## config.mk

```make
export PLATFORM = sky130hd
export DESIGN_NAME = dual_issue_ctrl
export DESIGN_NICKNAME = d
export VERILOG_FILES = /design/src/rtl/dual_issue_ctrl_pkg.sv /design/src/rtl/dual_issue_ctrl_hazard_cmp.sv /design/src/rtl/dual_issue_ctrl.sv
export SDC_FILE = /design/constraint.sdc
export NUM_CORES = 1
export LEC_CHECK = 0
export BUFFER_PORTS_ARGS = -buffer_cell sky130_fd_sc_hd__clkbuf_2
export CORE_MARGIN = 4
export CORE_UTILIZATION = 48
export CTS_BUF_LIST = sky130_fd_sc_hd__clkbuf_2 sky130_fd_sc_hd__clkbuf_4 sky130_fd_sc_hd__clkbuf_8
export DETAILED_ROUTE_END_ITERATION = 6
export HOLD_SLACK_MARGIN = 0.15
export PLACE_DENSITY = 0.85
export SYNTH_ARGS = -nofsm -noshare
export SYNTH_HDL_FRONTEND = slang
export SYNTH_SLANG_ARGS = --single-unit
```

## constraint.sdc

```tcl
create_clock -name clk -period 2.8 [get_ports clk]
set_input_delay 0.56 -clock clk [delete_from_list [all_inputs] [get_ports clk]]
set_output_delay 0.56 -clock clk [all_outputs]
set_load 0.03 [all_outputs]
```

## src/rtl/dual_issue_ctrl_pkg.sv

```systemverilog
// ---------------------------------------------------------------------------
// dual_issue_ctrl_pkg
// Shared definitions for the dual-issue decode-stage issue controller:
// state encoding, the x0 register index and the source-use helper.
// ---------------------------------------------------------------------------
package dual_issue_ctrl_pkg;

  localparam logic [0:0] ST_PAIR  = 1'b0;
  localparam logic [0:0] ST_SPLIT = 1'b1;

  localparam logic [4:0] REG_ZERO = 5'd0;

  // rs2 is a real source for R-type ops (immediate not selected) and for
  // stores, where rs2 supplies the data to write.
  function automatic logic rs2_used(input logic alusrc, input logic memwrite);
    return (!alusrc) || memwrite;
  endfunction

endpackage

```

## src/rtl/dual_issue_ctrl_hazard_cmp.sv

```systemverilog
// ---------------------------------------------------------------------------
// hazard_cmp
// Combinational source/destination comparator. Flags a match when a valid
// producer (rd, rd_vld) writes a register that one instruction slot reads.
// A producer targeting x0 never matches.
//
// Ports:
//   rs1      in  5  slot source 1 (always used)
//   rs2      in  5  slot source 2
//   use_rs2  in  1  slot actually reads rs2
//   rd       in  5  producer destination
//   rd_vld   in  1  producer writes rd (regwrite or memread)
//   match    out 1  dependency detected
// ---------------------------------------------------------------------------
module hazard_cmp
  import dual_issue_ctrl_pkg::*;
(
  input  logic [4:0] rs1,
  input  logic [4:0] rs2,
  input  logic       use_rs2,
  input  logic [4:0] rd,
  input  logic       rd_vld,
  output logic       match
);

  assign match = rd_vld && (rd != REG_ZERO) &&
                 ((rd == rs1) || (use_rs2 && (rd == rs2)));

endmodule

```

## src/rtl/dual_issue_ctrl.sv

```systemverilog
// ---------------------------------------------------------------------------
// dual_issue_ctrl
// Decode-stage issue controller for a dual-issue pipeline. Decides each
// cycle which slot(s) of the IF/ID pair may enter ID/EX, splitting
// dependent / memory-conflicting pairs over two cycles, inserting load-use
// bubbles and counting both events with saturating counters.
//
// Ports:
//   clk, reset            clock (rising edge), async active-low reset
//   pair_valid, flush     IF/ID pair valid; redirect discards the pair
//   rs1_x, rs2_x, rd_x    slot register fields (x = 1, 2)
//   regwrite_x, memread_x, memwrite_x, Alusrc_x   slot controls
//   ex_memread1/2, ex_rd1/2                       ID/EX lane load info
//   issue1, issue2        lane may enter ID/EX (0 = bubble)
//   stall_fetch           hold PC and IF/ID
//   split_active          controller is issuing slot 2 of a split pair
//   split_count           pairs split since reset (saturating)
//   loaduse_count         load-use bubble cycles since reset (saturating)
//
// Decisions are combinational so ID/EX captures them at the same edge.
// ---------------------------------------------------------------------------
module dual_issue_ctrl
  import dual_issue_ctrl_pkg::*;
#(
  parameter int CNT_W = 32
) (
  input  logic             clk,
  input  logic             reset,
  input  logic             pair_valid,
  input  logic             flush,
  input  logic [4:0]       rs1_1,
  input  logic [4:0]       rs2_1,
  input  logic [4:0]       rd_1,
  input  logic [4:0]       rs1_2,
  input  logic [4:0]       rs2_2,
  input  logic [4:0]       rd_2,
  input  logic             regwrite_1,
  input  logic             memread_1,
  input  logic             memwrite_1,
  input  logic             Alusrc_1,
  input  logic             regwrite_2,
  input  logic             memread_2,
  input  logic             memwrite_2,
  input  logic             Alusrc_2,
  input  logic             ex_memread1,
  input  logic             ex_memread2,
  input  logic [4:0]       ex_rd1,
  input  logic [4:0]       ex_rd2,
  output logic             issue1,
  output logic             issue2,
  output logic             stall_fetch,
  output logic             split_active,
  output logic [CNT_W-1:0] split_count,
  output logic [CNT_W-1:0] loaduse_count
);

  logic             state_q, state_d;
  logic [CNT_W-1:0] split_count_q, split_count_d;
  logic [CNT_W-1:0] loaduse_count_q, loaduse_count_d;

  logic use_rs2_1, use_rs2_2;
  logic raw, waw, mem;
  logic lu_1a, lu_1b, lu_2a, lu_2b;
  logic lu_s1, lu_s2;
  logic iss1, iss2, stall, split_inc, lu_inc;

  function automatic logic [CNT_W-1:0] sat_inc(input logic [CNT_W-1:0] v,
                                               input logic en);
    logic [CNT_W-1:0] one;
    one = {{(CNT_W-1){1'b0}}, 1'b1};
    return (en && (v != {CNT_W{1'b1}})) ? v + one : v;
  endfunction

  assign use_rs2_1 = rs2_used(Alusrc_1, memwrite_1);
  assign use_rs2_2 = rs2_used(Alusrc_2, memwrite_2);

  // Intra-pair RAW: slot 1 produces what slot 2 reads.
  hazard_cmp u_raw (
    .rs1(rs1_2), .rs2(rs2_2), .use_rs2(use_rs2_2),
    .rd(rd_1), .rd_vld(regwrite_1), .match(raw)
  );

  // Load-use: each slot against each ID/EX lane holding a load.
  hazard_cmp u_lu_1a (
    .rs1(rs1_1), .rs2(rs2_1), .use_rs2(use_rs2_1),
    .rd(ex_rd1), .rd_vld(ex_memread1), .match(lu_1a)
  );
  hazard_cmp u_lu_1b (
    .rs1(rs1_1), .rs2(rs2_1), .use_rs2(use_rs2_1),
    .rd(ex_rd2), .rd_vld(ex_memread2), .match(lu_1b)
  );
  hazard_cmp u_lu_2a (
    .rs1(rs1_2), .rs2(rs2_2), .use_rs2(use_rs2_2),
    .rd(ex_rd1), .rd_vld(ex_memread1), .match(lu_2a)
  );
  hazard_cmp u_lu_2b (
    .rs1(rs1_2), .rs2(rs2_2), .use_rs2(use_rs2_2),
    .rd(ex_rd2), .rd_vld(ex_memread2), .match(lu_2b)
  );

  assign lu_s1 = lu_1a || lu_1b;
  assign lu_s2 = lu_2a || lu_2b;

  assign waw = regwrite_1 && regwrite_2 && (rd_1 == rd_2) && (rd_1 != REG_ZERO);
  // Only one data-memory port: two memory ops cannot share a cycle.
  assign mem = (memread_1 || memwrite_1) && (memread_2 || memwrite_2);

  always_comb begin
    state_d   = state_q;
    iss1      = 1'b0;
    iss2      = 1'b0;
    stall     = 1'b0;
    split_inc = 1'b0;
    lu_inc    = 1'b0;
    if (state_q == ST_PAIR) begin
      if (pair_valid && !flush) begin
        if (lu_s1 || lu_s2) begin
          stall  = 1'b1;
          lu_inc = 1'b1;
        end else if (raw || waw || mem) begin
          iss1      = 1'b1;
          stall     = 1'b1;
          split_inc = 1'b1;
          state_d   = ST_SPLIT;
        end else begin
          iss1 = 1'b1;
          iss2 = 1'b1;
        end
      end
    end else begin
      // Slot 1 already issued; only slot 2's sources matter now.
      if (flush) begin
        state_d = ST_PAIR;
      end else if (lu_s2) begin
        stall  = 1'b1;
        lu_inc = 1'b1;
      end else begin
        iss2    = 1'b1;
        state_d = ST_PAIR;
      end
    end
  end

  always_comb begin
    split_count_d   = sat_inc(split_count_q, split_inc);
    loaduse_count_d = sat_inc(loaduse_count_q, lu_inc);
  end

  always_ff @(posedge clk or negedge reset) begin
    if (!reset) begin
      state_q         <= ST_PAIR;
      split_count_q   <= '0;
      loaduse_count_q <= '0;
    end else begin
      state_q         <= state_d;
      split_count_q   <= split_count_d;
      loaduse_count_q <= loaduse_count_d;
    end
  end

  // Outputs are forced low while reset is held, independent of inputs.
  assign issue1        = reset && iss1;
  assign issue2        = reset && iss2;
  assign stall_fetch   = reset && stall;
  assign split_active  = reset && (state_q == ST_SPLIT);
  assign split_count   = split_count_q;
  assign loaduse_count = loaduse_count_q;

endmodule

```

# After elaboration in Yosys (flattened, before gate mapping)
# Index checks and enable logic that the tools add are counted.
[totals]
reg_bits = 65
inputBits = 54
out_inout_bits = 68
elab_cells = 84
[op_classes]
add_sub_neg = 2
eq_ne = 13
mux = 22
n_reduce_logical = 44
[op_table]
columns = ["op", "count"]
rows = [
  ["$add 32x1->32 const B", 2],
  ["$ne 32x32->1 const B", 2],
  ["$eq 5x5->1", 11],
  ["$logic_and 1x1->1", 24],
  ["$mux 1", 22],
  ["$reduce_bool 5->1", 3],
  ["$logic_or 1x1->1", 14],
  ["$logic_not 1->1", 3],
]

# Longest topological paths before layout
# Gate-level depths: netlist (run 1).
[depth]
depth_word = 12
depth_mapped = 9

# Cells and area by module
# Synthesis (run 1) repeated with hierarchy kept, for this count alone.
[hier_totals]
hier_cells = 403
area_unflattened_um2 = 4085.2
[by_module_without_submodules]
columns = ["mod", "n_inst", "cells_per_inst", "area_per_inst_um2"]
rows = [
  ["dual_issue_ctrl", 1, 318, 3422.0],
  ["hazard_cmp", 5, 17, 132.6],
]

# Least setup slack after synthesis (run 1)
# OpenSTA, ideal clock, no wires.
[synth_path]
path_type = "input -> output"
from = "in ex_rd1[3]"
to = "out issue2"
arrival_ps = 3013
required_ps = 2240
slack_ps = -773
stages = 7
cell_sequence = "clkbuf_1 > or4_1 > o21ai_1 > o22ai_2 > nor4_1 > nand2_1 > o41ai_1"
[synth_between]
elab_chain_cells = 10
[synth_rtl]
columns = ["item", "line_no", "text"]
rows = [
  ["start, declared", "dual_issue_ctrl.sv:47", "input logic [4:0] ex_rd1,"],
  ["$eq 5x5->1", "dual_issue_ctrl_hazard_cmp.sv:27", "((rd == rs1) || (use_rs2 && (rd == rs2)));"],
  ["$logic_and 1x1->1", "dual_issue_ctrl_hazard_cmp.sv:27", ""],
  ["$logic_or 1x1->1", "dual_issue_ctrl_hazard_cmp.sv:27", ""],
  ["$logic_and 1x1->1", "dual_issue_ctrl_hazard_cmp.sv:26", "assign match = rd_vld && (rd != REG_ZERO) &&"],
  ["$logic_or 1x1->1 (on tied branches)", "dual_issue_ctrl.sv:101, dual_issue_ctrl.sv:102", ""],
  ["$logic_or 1x1->1", "dual_issue_ctrl.sv:117", "if (lu_s1 || lu_s2) begin"],
  ["$mux 1", "dual_issue_ctrl.sv:117", ""],
  ["$mux 1", "dual_issue_ctrl.sv:116", "if (pair_valid && !flush) begin"],
  ["$mux 1 *", "dual_issue_ctrl.sv:115", "if (state_q == ST_PAIR) begin"],
  ["$logic_and 1x1->1 *", "dual_issue_ctrl.sv:163", "assign issue2 = reset && iss2;"],
  ["end, declared", "dual_issue_ctrl.sv:50", "output logic issue2,"],
]
# Mark *: on every way between the ends. The rest lies on a longest branch, timed or not.

# Worst setup path after layout (run 1)
[layout_path]
from = "in ex_rd1[4]"
to = "out issue2"
# The elaborated chain is that of the path after synthesis.

==> results of run 1 <==
[cell families (layout without fill, tap and decap cells)]
family                   after synthesis  count (layout)  share of synthesized area, %
flip-flops                            65              65                          40.3
AND/OR/NAND/NOR                      187             187                          26.6
XOR/XNOR                             114             114                          24.7
multiplexers                           4               4                          1.12
buffers and inverters                 30             169                          3.32
AO/OA/AOI/OAI                         19              19                          3.35
adder cells (fa/ha/maj)                2               2                         0.620
[cell usage after synthesis (2+ instances only)]
master	n	area (um^2)
inv_1	7	26.3
nand2_1	28	105
nor4_4	2	42.5
nor2_1	23	86.3
o21ai_0	4	20.0
nand3_1	33	165
mux2_1	3	33.8
dfrtp_1	65	1630
and3_1	13	81.3
nand2b_1	4	25.0
xor2_1	65	569
o21ai_1	2	10.0
buf_4	3	22.5
or4_1	4	30.0
ha_1	2	25.0
clkbuf_1	12	45.0
nor4_2	8	100
and4_1	3	26.3
buf_2	8	40.0
nor3_1	25	125
nor4_1	8	50.1
nor3b_1	5	37.5
xnor2_1	49	429
a32oi_1	4	35.0
and2_1	3	18.8
nand4_1	23	144
o22ai_1	3	18.8
[repair_timing]
action                                  CTS  global route
hold buffers                              0             0
setup buffers                             2             0
pin swaps                                 4             5
hold endpoints to repair                  0             0
endpoints found under the setup margin    2             2
gates resized for setup                   2            11
[layer usage]
metal	GRT usage [%]	share of wire (%)	vias up	wire length [um]
met2	36.0	51	106	5410
met1	29.1	42	1768	4410
met3	5.96	5.9	12	620
li1	-	-	1739	-
met5	0	0	-	0
met4	5.04	0.93	0	98
[stage by stage]
stage	TNS [ps]	instances
2_1_floorplan	-128	421
4_1_cts	-27.5	665
3_5_place_dp	-118	647
5_1_grt	-139	665
6_report	0	665
3_3_place_gp	-44.9	647
[registers in the layout (all words and copies together) (netlist names)]
name / flops
loaduse_count: 32
split_count: 32
state_q: 1
[path summary, 6_finish.rpt]
path / from / endpoint / slack, ps / cells after the start
max: ex_rd1[4] / issue2 / 2 / 8
min in group clk: loaduse_count[23]$_DFFE_PN0P_ / loaduse_count[23]$_DFFE_PN0P_ / 490 / 1
max reg2reg: loaduse_count[1]$_DFFE_PN0P_ / loaduse_count[30]$_DFFE_PN0P_ / 450 / 8
min: reset / split_count[29]$_DFFE_PN0P_ / 420 / 2
max in group asynchronous: reset / loaduse_count[4]$_DFFE_PN0P_ / 1800 / 2
min reg2reg: loaduse_count[23]$_DFFE_PN0P_ / loaduse_count[23]$_DFFE_PN0P_ / 490 / 1
[cell type report]
class / count / share of cell area [%]
tap: 105 / 2.50
timing repair buffer: 146 / 15.9
clock buffer: 10 / 2.62
inverter: 7 / 0.500
clock inverter: 6 / 2.62
sequential: 65 / 30.9
multi-input combinational: 326 / 44.9
[power breakdown]
group	leakage, nW	switching [W]	total [W]	internal, W
clock network	0.137	0.000377	0.00109	0.000711
registers	0.887	0.0000660	0.00105	0.000988
logic	1.56	0.000323	0.000525	0.000202
total	2.58	0.000766	0.00267	0.00190
[critical path: stages]
cell and delay, ps:
buf_6 100, or4_4 530, o21ai_4 190, o22ai_4 120
nor4_4 300, nand2_2 110, o41ai_4 100, clkbuf_8 230
[cell usage in the layout (no fill, tap or decap), drive strengths merged]
cell	n
nor3	25
or4	4
xor2	65
a21oi	2
or2	2
clkbuf	128
clkinv	1
dfrtp	65
nand2b	4
or3	1
o21a	1
o21ai	6
nand2	28
a32oi	4
nor2	23
xnor2	49
nand3	33
ha	2
nand3b	1
nor3b	5
nor4	18
bufinv	4
nor4b	1
o41ai	1
o22ai	4
and2	3
inv	8
and4	3
nand4	23
mux2	4
a31o	1
buf	28
and3	13
==> flow_results.xml, run 1 <==
<?xml version="1.0" encoding="UTF-8"?>
<metrics>
  <group name="yosys">
    <metric name="yosys_most_used_dff" unit="">dfrtp_1</metric>
    <metric name="synth_enable_flop_cells" unit="">0</metric>
    <metric name="synth-seq-area-share" unit="%">40.3</metric>
    <metric name="mappedNetlistNets" unit="">477</metric>
    <metric name="post_synth_inst_count" unit="">421</metric>
    <metric name="synth.avg_cell_area" unit="um^2">9.59</metric>
    <metric name="ys_seq_elements" unit="">65</metric>
    <metric name="synth-warning-count" unit="">0</metric>
    <metric name="ys_types" unit="">39</metric>
    <metric name="synthArstFlopShare" unit="%">100</metric>
    <metric name="post_synth_instance_area" unit="um^2">4040</metric>
  </group>
  <group name="worst_setup_path">
    <metric name="end_kind" unit="">primary output</metric>
    <metric name="critical_path.max_fanout" unit="">4</metric>
    <metric name="setup.worst_path.start_class" unit="">input pin</metric>
    <metric name="cp.arrival" unit="ps">2240</metric>
    <metric name="critical_path_required" unit="ps">2240</metric>
    <metric name="setup.worst_path.class" unit="">input pin to primary output</metric>
  </group>
  <group name="global_routing">
    <metric name="grt_overflow_total" unit="">0</metric>
    <metric name="grt_start_max_net_pins" unit="">66</metric>
    <metric name="number_of_antenna_violations_at_the_first_check_in_global_routing" unit="">0</metric>
    <metric name="grt_pass1_vias" unit="">3585</metric>
    <metric name="track_usage" unit="%">22.0</metric>
    <metric name="grt_pass1_wl" unit="mm">17.7</metric>
  </group>
  <group name="clock_tree">
    <metric name="tritoncts_buffers" unit="">9</metric>
    <metric name="clock_transition_at_path_regs" unit="ps">80</metric>
    <metric name="clockRootBuffer" unit="">clkbuf_8</metric>
    <metric name="cts.path.max_buffers" unit="">2</metric>
    <metric name="cts_sinks" unit="">65</metric>
    <metric name="tritoncts" unit="">done</metric>
    <metric name="cts.htree.levels" unit="">3</metric>
    <metric name="worst_skew_pair.late_latency" unit="ps">340</metric>
  </group>
  <group name="placed_design">
    <metric name="place.detailed.hpwl" unit="mm">8.13</metric>
    <metric name="placement.cell_area" unit="um^2">4930</metric>
    <metric name="gpl_wtd_cong" unit="">0.888</metric>
    <metric name="buffer_ports.inserted" unit="">121</metric>
    <metric name="preCtsSetupSlack" unit="ps">-92.7</metric>
  </group>
  <group name="routing">
    <metric name="initialDrtViolationCount" unit="">109</metric>
    <metric name="drt-wirelength-per-cell" unit="um">15.8</metric>
    <metric name="antenna_violating_nets_post_route" unit="">0</metric>
    <metric name="wirelength" unit="mm">10.5</metric>
    <metric name="drc" unit="">0</metric>
    <metric name="viasPerCell" unit="">5.45</metric>
    <metric name="routed_via_count" unit="">3625</metric>
    <metric name="drt-pass1-iter-count" unit="">4</metric>
  </group>
  <group name="power_and_ir_drop">
    <metric name="total_power" unit="W">0.00267</metric>
    <metric name="total_leakage_power" unit="nW">2.58</metric>
    <metric name="power-per-cell-area" unit="nW/um^2">507</metric>
    <metric name="max_ir_drop_vdd" unit="V">0.000489</metric>
  </group>
  <group name="sta">
    <metric name="finClkSkew" unit="ps">14.3</metric>
    <metric name="timing_max_transition_violations_final" unit="">0</metric>
    <metric name="timing.final.ws_setup" unit="ps">1.81</metric>
    <metric name="max_freq" unit="MHz">357</metric>
    <metric name="count_of_final_hold_check_violations" unit="">0</metric>
    <metric name="period_share" unit="%">99.9</metric>
    <metric name="worst_tran_pin_value" unit="ps">832</metric>
    <metric name="grt_setup_unrepaired" unit="">yes</metric>
    <metric name="report.final.setup_viol" unit="">0</metric>
    <metric name="timing.hold.ws" unit="ps">421</metric>
    <metric name="finalCriticalPeriod" unit="ps">2800</metric>
    <metric name="maxSlewHeadroom" unit="%">44.5</metric>
  </group>
  <group name="run_status">
    <metric name="run_status" unit="">complete, no violations</metric>
  </group>
  <group name="final_layout">
    <metric name="num-fill-cells" unit="">665</metric>
    <metric name="nets" unit="">611</metric>
    <metric name="final_area" unit="um^2">5260</metric>
    <metric name="multiInputGateArea" unit="um^2">2360</metric>
    <metric name="post-route-util" unit="%">64.0</metric>
    <metric name="ant_cells" unit="">0</metric>
    <metric name="final_layout_size_suffix_gt1_share" unit="%">33.4</metric>
    <metric name="synthToLayoutAreaGrowth" unit="%">30.3</metric>
    <metric name="area.sequential" unit="um^2">1630</metric>
  </group>
  <group name="floorplanning">
    <metric name="floorplan.die.height" unit="um">99.7</metric>
    <metric name="floorplan.initialDensity" unit="%">49.1</metric>
    <metric name="core.rowCount" unit="">33</metric>
    <metric name="dieArea" unit="um^2">9940</metric>
    <metric name="ioPinCount" unit="">122</metric>
    <metric name="design.core.area" unit="um^2">8220</metric>
    <metric name="die_width" unit="um">99.7</metric>
  </group>
  <group name="job">
    <metric name="drv_cap" unit="">0</metric>
  </group>
  <group name="min_path">
    <metric name="timing.hold.worst.class" unit="">input pin to async pin</metric>
  </group>
</metrics>
Power figures use the tool's default switching activity.
==> inputs of run 2 (changes only) <==
CORE_UTILIZATION = 50   (was 48)
clock period = 3.2 ns   (was 2.8 ns; I/O delays follow)
==> run 2 against run 1 <==
Clock power is 12% lower; worst hold slack gained 72 ps; critical endpoint unchanged; non-clock buffer count shrank 16; largest power group unchanged; sequential share of layout area increased by 1.2 points; final cell count fell by 2.9%; combinational power down 18%; register-to-register slack improved by 300 ps; sequential power down 13%.
==> flow_results.xml, run 2 (synthesis results as in run 1) <==
<?xml version="1.0" encoding="UTF-8"?>
<metrics>
  <group name="worst_setup_path">
    <metric name="cp.arrival" unit="ps">2420</metric>
    <metric name="buffer_and_inverter_count_on_the_worst_path" unit="">2</metric>
    <metric name="setup.worst_path.start_class" unit="">input pin</metric>
    <metric name="cp_startpoint" unit="">ex_rd2[3]</metric>
    <metric name="critical_path_required" unit="ps">2560</metric>
    <metric name="category_of_cells_accounting_for_the_largest_share_of_critical_path_delay" unit="">simple AND/OR/NAND/NOR gates</metric>
    <metric name="setup.worst_path.class" unit="">input pin to primary output</metric>
    <metric name="timing.rr.end" unit="">loaduse_count[18]$_DFFE_PN0P_</metric>
    <metric name="end_kind" unit="">primary output</metric>
    <metric name="r2r-start" unit="">loaduse_count[0]$_DFFE_PN0P_</metric>
    <metric name="rrSetupSlack" unit="ps">750</metric>
    <metric name="worstSetupEndpoint" unit="">issue2</metric>
    <metric name="timing.critical_path.slowest_cell_delay" unit="ps">550</metric>
    <metric name="crit_chain" unit="">clkbuf_2, or4_1, o21ai_2, o22ai_4, nor4_4, nand2_1, o41ai_2, buf_4</metric>
    <metric name="critical_path.max_fanout" unit="">5</metric>
    <metric name="timing.critical_path.depth" unit="">8</metric>
    <metric name="worst-r2r-cell-count" unit="">10</metric>
    <metric name="slowest_library_cell_on_the_worst_path" unit="">or4_1</metric>
  </group>
  <group name="floorplanning">
    <metric name="dieArea" unit="um^2">9570</metric>
    <metric name="die_width" unit="um">97.9</metric>
    <metric name="floorplan.die.height" unit="um">97.9</metric>
    <metric name="design.core.area" unit="um^2">7810</metric>
    <metric name="ioPinCount" unit="">122</metric>
    <metric name="core.rowCount" unit="">32</metric>
    <metric name="floorplan.initialDensity" unit="%">51.7</metric>
  </group>
  <group name="clock_tree">
    <metric name="cts.repair_timing.setup_buffer_count" unit="">0</metric>
    <metric name="clockRootBuffer" unit="">clkbuf_8</metric>
    <metric name="cts.path.max_buffers" unit="">2</metric>
    <metric name="clock_transition_at_path_regs" unit="ps">80</metric>
    <metric name="cts.htree.levels" unit="">3</metric>
    <metric name="worst_skew_pair.late_latency" unit="ps">340</metric>
    <metric name="cts_sinks" unit="">65</metric>
    <metric name="tritoncts" unit="">done</metric>
    <metric name="tritoncts_buffers" unit="">9</metric>
  </group>
  <group name="routing">
    <metric name="viasPerCell" unit="">5.52</metric>
    <metric name="drc" unit="">0</metric>
    <metric name="antenna_violating_nets_post_route" unit="">0</metric>
    <metric name="routed_via_count" unit="">3567</metric>
    <metric name="drt-pass1-iter-count" unit="">5</metric>
    <metric name="initialDrtViolationCount" unit="">175</metric>
    <metric name="wirelength" unit="mm">10.2</metric>
    <metric name="drt-wirelength-per-cell" unit="um">15.8</metric>
  </group>
  <group name="final_layout">
    <metric name="ant_cells" unit="">0</metric>
    <metric name="final_layout_size_suffix_gt1_share" unit="%">30.5</metric>
    <metric name="synthToLayoutAreaGrowth" unit="%">25.4</metric>
    <metric name="num-fill-cells" unit="">630</metric>
    <metric name="nets" unit="">595</metric>
    <metric name="multiInputGateArea" unit="um^2">2320</metric>
    <metric name="area.sequential" unit="um^2">1630</metric>
    <metric name="final_area" unit="um^2">5060</metric>
    <metric name="most_common_cell_after_layout_fill_and_taps_aside" unit="">clkbuf_2</metric>
    <metric name="layout.cells.most_common_list" unit="">clkbuf_2 (120), xor2_1 (65), dfrtp_1 (65)</metric>
  </group>
  <group name="global_routing">
    <metric name="grt_start_max_net_pins" unit="">66</metric>
    <metric name="grt_overflow_total" unit="">0</metric>
    <metric name="number_of_antenna_violations_at_the_first_check_in_global_routing" unit="">0</metric>
    <metric name="grt_pass1_wl" unit="mm">17.3</metric>
    <metric name="grt_pass1_vias" unit="">3659</metric>
    <metric name="track_usage" unit="%">21.4</metric>
  </group>
  <group name="run_status">
    <metric name="run_status" unit="">complete, no violations</metric>
  </group>
  <group name="min_path">
    <metric name="whs_path_depth" unit="">1</metric>
    <metric name="timing.hold.worst.class" unit="">flop to flop</metric>
  </group>
  <group name="sta">
    <metric name="maxSlewHeadroom" unit="%">45.1</metric>
    <metric name="grt_setup_unrepaired" unit="">no</metric>
    <metric name="report.final.setup_viol" unit="">0</metric>
    <metric name="finalCriticalPeriod" unit="ps">3060</metric>
    <metric name="max_freq" unit="MHz">327</metric>
    <metric name="count_of_final_hold_check_violations" unit="">0</metric>
    <metric name="period_share" unit="%">95.5</metric>
    <metric name="finClkSkew" unit="ps">14.9</metric>
    <metric name="timing_max_transition_violations_final" unit="">0</metric>
    <metric name="worst_tran_pin_value" unit="ps">824</metric>
    <metric name="setup_tns" unit="ps">0</metric>
  </group>
  <group name="power_and_ir_drop">
    <metric name="max_ir_drop_vdd" unit="V">0.000301</metric>
    <metric name="power-per-cell-area" unit="nW/um^2">455</metric>
    <metric name="total_leakage_power" unit="nW">2.47</metric>
  </group>
  <group name="job">
    <metric name="drv_cap" unit="">0</metric>
  </group>
  <group name="placed_design">
    <metric name="buffer_ports.inserted" unit="">121</metric>
    <metric name="gpl_wtd_cong" unit="">1.02</metric>
    <metric name="placement.cell_area" unit="um^2">4760</metric>
    <metric name="place.detailed.hpwl" unit="mm">7.63</metric>
  </group>
</metrics>
run 2: cell types whose count changed in the layout (fill, tap and decap cells not counted), moves of 2 or more:
cell      before  now
or4_1          2    4
buf_6          4    0
clkbuf_2     116  120
or4_4          2    0
o21ai_2        0    2
buf_4         22    9
o21ai_4        2    0
run 2: what timing repair did:
item,in CTS,in global routing
hold buffers,0,0
setup endpoints to repair,0,2
hold endpoints to repair,0,0
gates resized for setup,0,6
run 2: worst min-delay path by stage:
stage	endpoint	from	slack (ps)
2_1_floorplan	loaduse_count[0]$_DFFE_PN0P_	reset	340
3_3_place_gp	loaduse_count[27]$_DFFE_PN0P_	loaduse_count[27]$_DFFE_PN0P_	470
6_report	split_count[23]$_DFFE_PN0P_	split_count[23]$_DFFE_PN0P_	490
3_5_place_dp	split_count[8]$_DFFE_PN0P_	split_count[8]$_DFFE_PN0P_	480
4_1_cts	split_count[8]$_DFFE_PN0P_	split_count[8]$_DFFE_PN0P_	500
5_1_grt	split_count[23]$_DFFE_PN0P_	split_count[23]$_DFFE_PN0P_	510
run 2: cell type report:
cell class | instances | share of cell area [%]
clock buffers | 10 | 2.72
inverters | 7 | 0.519
repair buffers | 130 | 13.6
clock inverters | 6 | 2.72
multi-input cells | 326 | 45.8
well taps | 102 | 2.52
flip-flops and latches | 65 | 32.1
run 2: per-layer routing:
layer | vias up | track usage, % | wire (um)
li1 | 1705 | - | -
met1 | 1726 | 27.2 | 4240
met2 | 117 | 36.2 | 5250
met3 | 19 | 5.21 | 544
met4 | 0 | 6.60 | 189
met5 | - | 0 | 0
run 2: stage by stage:
| stage | instances | setup WS [ps] | hold slack (ps) | util, % | power (W) |
|---|---|---|---|---|---|
| finish | 646 | 144 | 493 | 64.9 | 0.00231 |
| global placement | 630 | 105 | 471 | 61.0 | 0.00135 |
| floorplan | 421 | 103 | 344 | - | 0.00120 |
| detailed placement | 630 | 82.2 | 484 | 61.0 | 0.00136 |
| global route | 646 | 40.0 | 507 | 64.9 | 0.00241 |
| CTS | 646 | 75.4 | 499 | 64.6 | 0.00232 |
run 2: worst register-to-register path, cell delays in order, from the launching register on:
cell and delay [ps]:
dfrtp_1 410, ha_1 180, nand3_1 170, nor4_2 290, buf_4 180, and3_1 160
nand3_1 80, nand2_1 250, buf_4 330, nor3_1 110, xor2_1 160
run 2: report_power, final:
group,switching [W],internal (W),total [W]
clock,0.000337,0.000622,0.000959
combinational,0.000273,0.000155,0.000428
sequential,0.0000541,0.000864,0.000918
